--- config.mk ---
export PLATFORM = sky130hd
export DESIGN_NAME = tlul_sram_device_adapter
export DESIGN_NICKNAME = d
export VERILOG_FILES = /design/src/rtl/tlul_sram_device_adapter.sv
export SDC_FILE = /design/constraint.sdc
export NUM_CORES = 1
export LEC_CHECK = 0
export CAP_MARGIN = 15
export CORE_MARGIN = 5
export CORE_UTILIZATION = 35
export CTS_BUF_LIST = sky130_fd_sc_hd__clkbuf_4 sky130_fd_sc_hd__clkbuf_8
export CTS_CLUSTER_SIZE = 30
export DETAILED_ROUTE_END_ITERATION = 8
export PLACE_DENSITY = 0.68
export SLEW_MARGIN = 20
export SYNTH_ARGS = -nofsm -noshare
export SYNTH_HDL_FRONTEND = slang
export SYNTH_HIERARCHICAL = 1
export SYNTH_SLANG_ARGS = --single-unit
--- constraint.sdc ---
create_clock -name clk_i -period 3.21 [get_ports clk_i]
set_input_delay 0.4815 -clock clk_i [delete_from_list [all_inputs] [get_ports clk_i]]
set_output_delay 0.4815 -clock clk_i [all_outputs]
set_load 0.05 [all_outputs]
--- src/rtl/tlul_sram_device_adapter.sv ---
// TL-UL device adapter: terminates TL-UL A/D traffic and drives an SRAM-style
// req/gnt/rvalid port. Up to Outstanding requests in flight, in-order replies.
// Optional request checking is enabled by defining TLUL_SRAM_ERR_CHECK_EN;
// without it every request is forwarded and d_error reflects only rerr_i.

package tlul_pkg;
  localparam int TL_AW  = 32;
  localparam int TL_DW  = 32;
  localparam int TL_DBW = 4;
  localparam int TL_SZW = 2;
  localparam int TL_AIW = 8;
  localparam int TL_DIW = 1;

  typedef enum logic [2:0] {
    PutFullData    = 3'h0,
    PutPartialData = 3'h1,
    Get            = 3'h4
  } tl_a_op_e;

  typedef enum logic [2:0] {
    AccessAck     = 3'h0,
    AccessAckData = 3'h1
  } tl_d_op_e;

  typedef struct packed {
    logic                a_valid;
    tl_a_op_e            a_opcode;
    logic [TL_SZW-1:0]   a_size;
    logic [TL_AIW-1:0]   a_source;
    logic [TL_AW-1:0]    a_address;
    logic [TL_DBW-1:0]   a_mask;
    logic [TL_DW-1:0]    a_data;
    logic                d_ready;
  } tlul_h2d_t;

  typedef struct packed {
    logic                d_valid;
    tl_d_op_e            d_opcode;
    logic [2:0]          d_param;
    logic [TL_SZW-1:0]   d_size;
    logic [TL_AIW-1:0]   d_source;
    logic [TL_DIW-1:0]   d_sink;
    logic [TL_DW-1:0]    d_data;
    logic                d_error;
    logic                a_ready;
  } tlul_d2h_t;
endpackage

// Protocol checker: a memory response must always match a granted request.
module tlul_sram_device_adapter_chk #(
  parameter int CW = 2
) (
  input logic          clk_i,
  input logic          rst_i,
  input logic          rvalid_i,
  input logic [CW-1:0] mem_pend
);
  rvalid_has_request: assert property (@(posedge clk_i) disable iff (rst_i)
    rvalid_i |-> (mem_pend != {CW{1'b0}}));
endmodule

module tlul_sram_device_adapter
  import tlul_pkg::*;
#(
  parameter int SramAw      = 12,
  parameter int Outstanding = 2
) (
  input  logic              clk_i,
  input  logic              rst_i,
  input  tlul_h2d_t         tl_d_c_a,
  output tlul_d2h_t         tl_d_c_d,
  output logic              req_o,
  input  logic              gnt_i,
  output logic              we_o,
  output logic [SramAw-1:0] addr_o,
  output logic [TL_DW-1:0]  wdata_o,
  output logic [TL_DBW-1:0] be_o,
  input  logic              rvalid_i,
  input  logic [TL_DW-1:0]  rdata_i,
  input  logic              rerr_i
);
  localparam int PW = (Outstanding > 1) ? $clog2(Outstanding) : 1;
  localparam int CW = $clog2(Outstanding + 1);
  localparam logic [CW-1:0] DEPTH = CW'(Outstanding);
  localparam logic [PW-1:0] LAST  = PW'(Outstanding - 1);

  typedef struct packed {
    tl_a_op_e          opcode;
    logic [TL_AIW-1:0] source;
    logic [TL_SZW-1:0] size;
    logic              bad;
  } info_t;

  typedef struct packed {
    logic [TL_DW-1:0] data;
    logic             err;
  } rsp_t;

  // Pointers wrap modulo Outstanding so non-power-of-two depths work.
  function automatic logic [PW-1:0] ptr_inc(input logic [PW-1:0] p);
    return (p == LAST) ? {PW{1'b0}} : p + PW'(1'b1);
  endfunction

  info_t         info_mem [Outstanding];
  info_t         info_head;
  info_t         info_push;
  logic [PW-1:0] info_wptr, info_rptr;
  logic [CW-1:0] info_cnt;

  rsp_t          rsp_mem [Outstanding];
  rsp_t          rsp_head;
  logic [PW-1:0] rsp_wptr, rsp_rptr;
  logic [CW-1:0] rsp_cnt;

  logic [CW-1:0] mem_pend;
  logic          space, bad, a_ready, accept, mem_grant;
  logic          rsp_push, rsp_pop, head_ready, d_valid, d_fire;
  logic          unused_addr;

`ifdef TLUL_SRAM_ERR_CHECK_EN
  // Flags requests the memory port cannot legally carry.
  function automatic logic req_bad(input tlul_h2d_t a);
    logic            op_bad, size_bad, align_bad, mask_bad, addr_bad;
    logic [TL_DBW-1:0] full_mask;
    case (a.a_opcode)
      Get, PutFullData, PutPartialData: op_bad = 1'b0;
      default:                          op_bad = 1'b1;
    endcase
    case (a.a_size)
      2'd0: begin align_bad = 1'b0;              full_mask = 4'b0001 << a.a_address[1:0]; end
      2'd1: begin align_bad = a.a_address[0];    full_mask = 4'b0011 << a.a_address[1:0]; end
      2'd2: begin align_bad = |a.a_address[1:0]; full_mask = 4'b1111; end
      default: begin align_bad = 1'b1;           full_mask = 4'b0000; end
    endcase
    size_bad = (a.a_size > 2'd2);
    mask_bad = (a.a_opcode == PutFullData) && (a.a_mask != full_mask);
    addr_bad = |(a.a_address >> (SramAw + 2));
    return op_bad | size_bad | align_bad | mask_bad | addr_bad;
  endfunction

  assign bad = req_bad(tl_d_c_a);
`else
  assign bad = 1'b0;
`endif

  // Only the word-address slice reaches memory in the unchecked build.
  assign unused_addr = ^tl_d_c_a.a_address;

  assign space     = (info_cnt < DEPTH);
  assign req_o     = tl_d_c_a.a_valid & space & ~bad & ~rst_i;
  assign a_ready   = space & (bad | gnt_i) & ~rst_i;
  assign accept    = tl_d_c_a.a_valid & a_ready;
  assign mem_grant = req_o & gnt_i;
  assign we_o      = (tl_d_c_a.a_opcode != Get);
  assign addr_o    = tl_d_c_a.a_address[SramAw+1:2];
  assign wdata_o   = tl_d_c_a.a_data;
  assign be_o      = tl_d_c_a.a_mask;

  assign info_push = '{opcode: tl_d_c_a.a_opcode, source: tl_d_c_a.a_source,
                       size: tl_d_c_a.a_size, bad: bad};
  assign info_head = info_mem[info_rptr];
  assign rsp_head  = rsp_mem[rsp_rptr];

  // Late responses with nothing outstanding are dropped rather than queued.
  assign rsp_push   = rvalid_i & (mem_pend != {CW{1'b0}});
  assign head_ready = info_head.bad | (rsp_cnt != {CW{1'b0}});
  assign d_valid    = (info_cnt != {CW{1'b0}}) & head_ready;
  assign d_fire     = d_valid & tl_d_c_a.d_ready;
  assign rsp_pop    = d_fire & ~info_head.bad;

  // Request-info FIFO pointers and occupancy.
  always_ff @(posedge clk_i) begin
    if (rst_i) begin
      info_wptr <= {PW{1'b0}};
      info_rptr <= {PW{1'b0}};
      info_cnt  <= {CW{1'b0}};
    end else begin
      if (accept) info_wptr <= ptr_inc(info_wptr);
      if (d_fire) info_rptr <= ptr_inc(info_rptr);
      case ({accept, d_fire})
        2'b10:   info_cnt <= info_cnt + CW'(1'b1);
        2'b01:   info_cnt <= info_cnt - CW'(1'b1);
        default: info_cnt <= info_cnt;
      endcase
    end
  end

  // Request-info FIFO storage.
  always_ff @(posedge clk_i) begin
    if (accept) info_mem[info_wptr] <= info_push;
  end

  // Response-data FIFO pointers and occupancy.
  always_ff @(posedge clk_i) begin
    if (rst_i) begin
      rsp_wptr <= {PW{1'b0}};
      rsp_rptr <= {PW{1'b0}};
      rsp_cnt  <= {CW{1'b0}};
    end else begin
      if (rsp_push) rsp_wptr <= ptr_inc(rsp_wptr);
      if (rsp_pop)  rsp_rptr <= ptr_inc(rsp_rptr);
      case ({rsp_push, rsp_pop})
        2'b10:   rsp_cnt <= rsp_cnt + CW'(1'b1);
        2'b01:   rsp_cnt <= rsp_cnt - CW'(1'b1);
        default: rsp_cnt <= rsp_cnt;
      endcase
    end
  end

  // Response-data FIFO storage.
  always_ff @(posedge clk_i) begin
    if (rsp_push) rsp_mem[rsp_wptr] <= '{data: rdata_i, err: rerr_i};
  end

  // Count of granted memory requests still awaiting rvalid.
  always_ff @(posedge clk_i) begin
    if (rst_i) begin
      mem_pend <= {CW{1'b0}};
    end else begin
      case ({mem_grant, rsp_push})
        2'b10:   mem_pend <= mem_pend + CW'(1'b1);
        2'b01:   mem_pend <= mem_pend - CW'(1'b1);
        default: mem_pend <= mem_pend;
      endcase
    end
  end

  // D channel built from the FIFO heads.
  always_comb begin
    tl_d_c_d          = '0;
    tl_d_c_d.a_ready  = a_ready;
    tl_d_c_d.d_valid  = d_valid;
    tl_d_c_d.d_source = info_head.source;
    tl_d_c_d.d_size   = info_head.size;
    if (info_head.opcode == Get) begin
      tl_d_c_d.d_opcode = AccessAckData;
    end else begin
      tl_d_c_d.d_opcode = AccessAck;
    end
    if (info_head.bad) begin
      tl_d_c_d.d_error = 1'b1;
    end else begin
      tl_d_c_d.d_error = rsp_head.err;
      if (info_head.opcode == Get) begin
        tl_d_c_d.d_data = rsp_head.data;
      end else begin
        tl_d_c_d.d_data = {TL_DW{1'b0}};
      end
    end
  end

  tlul_sram_device_adapter_chk #(.CW(CW)) u_chk (
    .clk_i    (clk_i),
    .rst_i    (rst_i),
    .rvalid_i (rvalid_i),
    .mem_pend (mem_pend)
  );
endmodule
==> results of run 1 <==
[cell families (layout without fill, tap and decap cells)]
| logic type | after synthesis | count (layout) |
|---|---|---|
| other | 1 | 6 |
| flip-flops | 104 | 104 |
| buffers and inverters | 70 | 127 |
| multiplexers | 43 | 43 |
| XOR/XNOR | 10 | 10 |
| AND/OR/NAND/NOR | 57 | 57 |
| adder cells (fa/ha/maj) | 3 | 3 |
| AO/OA/AOI/OAI | 10 | 11 |
[routing by layer]
layer / GRT usage / part of all wire / wire (um)
met3: 0.04503 / 0.092 / 852
met4: 0.09174 / 0.049 / 454
met1: 0.1214 / 0.37 / 3386
met5: 0 / 0.0022 / 20
met2: 0.2068 / 0.49 / 4552
[flip-flops by register name, summed over array words and instances, names as in the netlist, named ones only]
| register | cells |
|---|---|
| rsp_mem | 66 |
| info_mem | 26 |
| info_cnt | 2 |
| mem_pend | 2 |
| rsp_cnt | 2 |
| info_rptr | 1 |
| info_wptr | 1 |
| rsp_rptr | 1 |
| rsp_wptr | 1 |
[worst max-delay path, delay by kind of cell, from the launching register on]
kind	cells	cell delay, ns
and+or+nand+nor	2	0.67
AOI/OAI and AO/OA	1	0.18
DFF	1	0.42
buffers and inverters	1	0.82
[final timing paths]
| kind | start | to | slack (ns) |
|---|---|---|---|
| setup / recovery | info_mem[0][10] | tl_d_c_d[16] | 0.26 |
| hold / removal | mem_pend[1] | mem_pend[1] | 0.50 |
| setup reg to reg | mem_pend[0] | mem_pend[1] | 1.34 |
| hold reg to reg | mem_pend[1] | mem_pend[1] | 0.50 |
[report_power, final]
part	total, uW	internal (uW)	switching [uW]
Combinational	328	142	187
Clock	827	401	426
Sequential	1580	1550	25.9
Total	2730	2090	639
[through the flow]
stage | power, uW | instance area (um^2)
floorplan | 1954 | 4399
global placement | 1928 | 5248
detailed placement | 1938 | 5248
CTS | 2782 | 5454
global route | 2868 | 5484
finish | 2730 | 5484
[area by class of cell]
type	instances	area, um^2	area share
clock buffers	12	152.6	0.02783
clock inverters	4	53.80	0.009811
inverters	5	18.77	0.003422
multi-input cells	130	963.4	0.1757
flip-flops and latches	104	3004	0.5478
well taps	168	210.2	0.03833
repair buffers	106	1081	0.1971
[what timing repair did]
| action | CTS | global route |
|---|---|---|
| hold buffers | 0 | 0 |
| setup endpoints to repair | 0 | 32 |
| gates resized for setup | 0 | 3 |
[cell usage in the layout, fill, tap and decap left out, types with 2 or more instances in the layout]
cell type,count
xnor2_1,5
inv_1,4
a21oi_4,2
conb_1,6
a21oi_1,3
or3_1,3
edfxtp_1,92
o21ai_0,3
ha_1,3
nor2_1,45
mux2i_1,32
dfxtp_1,11
clkbuf_4,2
buf_12,3
clkinvlp_4,2
buf_4,4
nand4bb_1,2
nor2_4,2
mux2_2,11
clkdlybuf4s50_1,99
xor2_1,5
clkbuf_8,10
and2_1,2
==> impl_metrics.env, run 1 <==
export IMPL_outcome="finished, final reports clean"
export IMPL_pwr_density_cell_nw_per_um2=497.9
export IMPL_ir_drop_mv=0.2841
export IMPL_drv_cap=0
export IMPL_grt_pass1_wl_mm=13.19
export IMPL_port_buffers=99
export IMPL_antenna_cells=0
export IMPL_dp_cells=512
export IMPL_cts_num_sinks=104
export IMPL_syn_instance_count=298
export IMPL_hold_depth=2
export IMPL_synth_xor_area_share=0.01999
export IMPL_placementRows=40
export IMPL_synth_edf_count=92
export IMPL_start_util=0.3602
export IMPL_synth_top_family_by_area="buffers and inverters"
export IMPL_slew_viol_final=0
export IMPL_clk_pin_slew_worst_paths_ns=0.09
export IMPL_n_fill_cell=1094
export IMPL_p_leak_uw=0.001755
export IMPL_synth_warnings=6
export IMPL_htreeDepth=3
export IMPL_setup_viol=0
export IMPL_postCtsSetupBuffers=0
export IMPL_antenna_found_initial=1
export IMPL_layout_drive_gt1_share=0.1191
export IMPL_yosysSeqAreaShare=0.6855
export IMPL_area_growth_pct=25.19
export IMPL_cpPeakStageDelay_ns=0.82
export IMPL_synth_cell_types=26
export IMPL_routed_wl_mm=9.266
export IMPL_instances_no_fill=529
export IMPL_setup_slack_ns=0.2602
export IMPL_drc=0
export IMPL_grt_start_max_net_pins=34
export IMPL_track_usage=0.1220
export IMPL_yosys_area_top_type="edfxtp_1"
export IMPL_fp_coreArea_um2=12160
export IMPL_place_ws_ns=0.4684
export IMPL_synth_most_common_cell="edfxtp_1"
export IMPL_synth_compound_area_share=0.01428
export IMPL_ant_nets=0
export IMPL_synth_common_cells="92 x edfxtp_1, 57 x buf_4, 47 x nor2_1"
export IMPL_firstDrtPassIters=6
export IMPL_whs_ns=0.4961
export IMPL_grt_overflow=0
export IMPL_wl_per_cell_um=17.52
export IMPL_cp_end_kind="output port"
export IMPL_synth_seq_cells=104
export IMPL_max_slew_margin_rel=0.5730
export IMPL_crit_fanout=17
export IMPL_skew_ns=0.005220
export IMPL_timing_worst_setup_path_type="flop to output port"
export IMPL_cp_data_required_time_ns=2.73
export IMPL_hold_class="flop to flop"
export IMPL_finalCritPeriodShare=0.9189
export IMPL_clkLatencyLatePin_ns=0.36
export IMPL_syn_area_um2=4380
export IMPL_finish_utilization=0.4509
export IMPL_root_buffer="clkbuf_8"
export IMPL_ioPinCount=222
export IMPL_final_hold_viol_count=0
export IMPL_grt_pass1_vias=2494
export IMPL_numCtsBuffers=9
export IMPL_ff2ff_path_depth=5
export IMPL_async_reset_ff_frac=0
export IMPL_dieArea_um2=14850
export IMPL_worstMarginPinSlew_ns=0.6362
export IMPL_yosys_area_share_adder=0.008569
export IMPL_synthTopCellsByArea="edfxtp_1 63%, buf_4 9.8%, mux2i_1 7.3%"
export IMPL_yosys_most_used_dff="edfxtp_1"
export IMPL_crit_arrival_ns=2.47
export IMPL_yosys_area_share_simple=0.05855
export IMPL_postSynthAreaPerCell_um2=14.70
export IMPL_setup_tns_ns=0
export IMPL_synthMuxAreaShare=0.1014
export IMPL_gp_congestion=0.6675
export IMPL_final_nets=479
export IMPL_rsz0062_at_grt="no"
export IMPL_drt_iter0_drc=72
export IMPL_slowest_stage="clkdlybuf4s50_1"
export IMPL_cp_start_kind="flop"
export IMPL_cts_max_path_buffers=2
export IMPL_layout_min_cycle_time_ns=2.950
export IMPL_vias=2348
export IMPL_cp_cell_sequence="nor4b_4 -> a21oi_4 -> nor2_1 -> clkdlybuf4s50_1"
export IMPL_hpwl_mm=6.315
export IMPL_cts_tree="built"
export IMPL_fmax_mhz=339.0
export IMPL_synth_top_area_frac=0.6307
export IMPL_dieWidth_um=121.9
export IMPL_die_h_um=121.9
export IMPL_viasPerCell=4.439
(Power assumes the default switching activity.)
==> run 2: changes to the inputs <==
--- a/config.mk
+++ b/config.mk
@@ -11,7 +11,7 @@
 export CTS_BUF_LIST = sky130_fd_sc_hd__clkbuf_4 sky130_fd_sc_hd__clkbuf_8
 export CTS_CLUSTER_SIZE = 30
 export DETAILED_ROUTE_END_ITERATION = 8
-export PLACE_DENSITY = 0.68
+export PLACE_DENSITY = 0.72
 export SLEW_MARGIN = 20
 export SYNTH_ARGS = -nofsm -noshare
 export SYNTH_HDL_FRONTEND = slang
==> impl_metrics.env, run 2 (same netlist as run 1, synthesis figures left out) <==
export IMPL_cpPeakStageDelay_ns=0.83
export IMPL_dieArea_um2=14850
export IMPL_cts_max_path_buffers=2
export IMPL_ff2ff_path_depth=5
export IMPL_vias=2401
export IMPL_placementRows=40
export IMPL_hpwl_mm=5.958
export IMPL_root_buffer="clkbuf_8"
export IMPL_max_slew_margin_rel=0.5326
export IMPL_rsz0062_at_grt="no"
export IMPL_start_util=0.3602
export IMPL_finalCritPeriodShare=0.9102
export IMPL_antenna_found_initial=0
export IMPL_routed_wl_mm=8.451
export IMPL_slowest_stage="clkdlybuf4s50_1"
export IMPL_setup_viol=0
export IMPL_drc=0
export IMPL_dieWidth_um=121.9
export IMPL_viasPerCell=4.530
export IMPL_layout_drive_gt1_share=0.1188
export IMPL_clk_pin_slew_worst_paths_ns=0.10
export IMPL_clkLatencyLatePin_ns=0.36
export IMPL_die_h_um=121.9
export IMPL_layout_commonest_cell="clkdlybuf4s50_1"
export IMPL_firstDrtPassIters=4
export IMPL_cts_tree="built"
export IMPL_pwr_density_cell_nw_per_um2=504.2
export IMPL_regArea_um2=3004
export IMPL_ioPinCount=222
export IMPL_p_total_uw=2747
export IMPL_cp_end_kind="output port"
export IMPL_timing_worst_setup_path_type="flop to output port"
export IMPL_cp_start_kind="flop"
export IMPL_worstHoldStart="rsp_rptr"
export IMPL_r2r_end="mem_pend[1]"
export IMPL_htreeDepth=3
export IMPL_setup_tns_ns=0
export IMPL_layout_min_cycle_time_ns=2.922
export IMPL_drv_cap=0
export IMPL_reg_top3="rsp_mem (66), info_mem (26)"
export IMPL_outcome="finished, final reports clean"
export IMPL_cp_data_required_time_ns=2.73
export IMPL_numCtsBuffers=9
export IMPL_p_leak_uw=0.001753
export IMPL_largest_register="rsp_mem"
export IMPL_gp_congestion=0.6967
export IMPL_drt_iter0_drc=73
export IMPL_rr_startpoint="mem_pend[0]"
export IMPL_hold_depth=2
export IMPL_worstMarginPinSlew_ns=0.6964
export IMPL_antenna_cells=0
export IMPL_grt_pass1_vias=2545
export IMPL_power_frac_comb=0.118
export IMPL_multi_input_area_um2=933.4
export IMPL_ant_nets=0
export IMPL_postCtsSetupBuffers=0
export IMPL_instances_no_fill=530
export IMPL_pwr_share_seq=0.574
export IMPL_largest_reg_flops=66
export IMPL_cts_num_sinks=104
export IMPL_skew_ns=0.007616
export IMPL_cp_cell_sequence="nor3b_1 -> a21oi_4 -> buf_4 -> nor2_1 -> clkdlybuf4s50_1"
export IMPL_final_hold_viol_count=0
export IMPL_slew_viol_final=0
export IMPL_crit_arrival_ns=2.44
export IMPL_area_growth_pct=24.36
export IMPL_fp_coreArea_um2=12160
export IMPL_p_int_uw=2062
export IMPL_port_buffers=99
export IMPL_layout_common_cells="99 x clkdlybuf4s50_1, 92 x edfxtp_1, 45 x nor2_1"
export IMPL_p_sw_uw=684.3
export IMPL_final_nets=480
export IMPL_dp_cells=514
export IMPL_netSwitchingFraction=0.2491
export IMPL_cts_hold_buf=0
export IMPL_n_fill_cell=1108
export IMPL_setup_slack_ns=0.2883
export IMPL_grt_pass1_wl_mm=12.80
export IMPL_grt_start_max_net_pins=34
export IMPL_fmax_mhz=342.3
export IMPL_crit_fanout=19
export IMPL_postCtsResizedCells=0
export IMPL_wl_per_cell_um=15.95
export IMPL_hold_class="flop to flop"
export IMPL_track_usage=0.1131
export IMPL_place_ws_ns=0.6772
export IMPL_grt_overflow=0
export IMPL_ir_drop_mv=0.2018
export IMPL_pwr_share_clk=0.308
export IMPL_rrSetupSlack_ns=1.25
-- run 2: cell type report --
class / instances / area share
clock inverter: 7 / 0.01585
sequential: 104 / 0.5514
tap: 168 / 0.03859
timing repair buffer: 108 / 0.1966
multi-input combinational: 129 / 0.1713
clock buffer: 9 / 0.02274
inverter: 5 / 0.003445
-- run 2: worst max-delay path by stage --
| stage | from | end | slack, ns | depth (start not counted) |
|---|---|---|---|---|
| finish | info_mem[1][10] | tl_d_c_d[17] | 0.29 | 5 |
| global route | info_mem[1][10] | tl_d_c_d[17] | 0.13 | 5 |
| CTS | info_mem[1][10] | tl_d_c_d[33] | 0.24 | 5 |
| detailed placement | info_mem[1][10] | tl_d_c_d[33] | 0.68 | 5 |
| global placement | info_mem[1][10] | tl_d_c_d[33] | 0.68 | 5 |
| floorplan | rvalid_i | rsp_mem[0][0] | 0.76 | 2 |
-- run 2: through the flow --
step	utilization	hold slack, ns	area (um^2)
4_1_cts	0.4479	0.5073	5448
3_3_place_gp	0.4307	0.4719	5238
2_1_floorplan	-	0.4522	4399
5_1_grt	0.4479	0.5309	5448
3_5_place_dp	0.4307	0.4883	5238
6_report	0.4479	0.5112	5448
-- run 2: metal layers --
metal | wire, um | vias to the layer above | global-route usage | share of wire
met5 | 0 | - | 0 | 0
met4 | 274 | 0 | 0.05952 | 0.032
met3 | 601 | 35 | 0.03482 | 0.071
met2 | 4409 | 98 | 0.1965 | 0.52
met1 | 3166 | 1159 | 0.1239 | 0.37
li1 | - | 1109 | - | -
-- run 2: power groups by stage --
| stage | sequential [uW] | combinational, uW | clock (uW) |
|---|---|---|---|
| 2_1_floorplan | 1600 | 353 | 0 |
| 3_3_place_gp | 1600 | 321 | 0 |
| 3_5_place_dp | 1610 | 329 | 0 |
| 4_1_cts | 1580 | 331 | 879 |
| 5_1_grt | 1580 | 351 | 928 |
| 6_report | 1580 | 325 | 847 |
-- run 2: worst max-delay path, delay by kind of cell, from the launching register on --
kind | cells | cell delay, ns
AOI/OAI and AO/OA | 1 | 0.10
buffers and inverters | 2 | 1.05
DFF | 1 | 0.39
and+or+nand+nor | 2 | 0.53
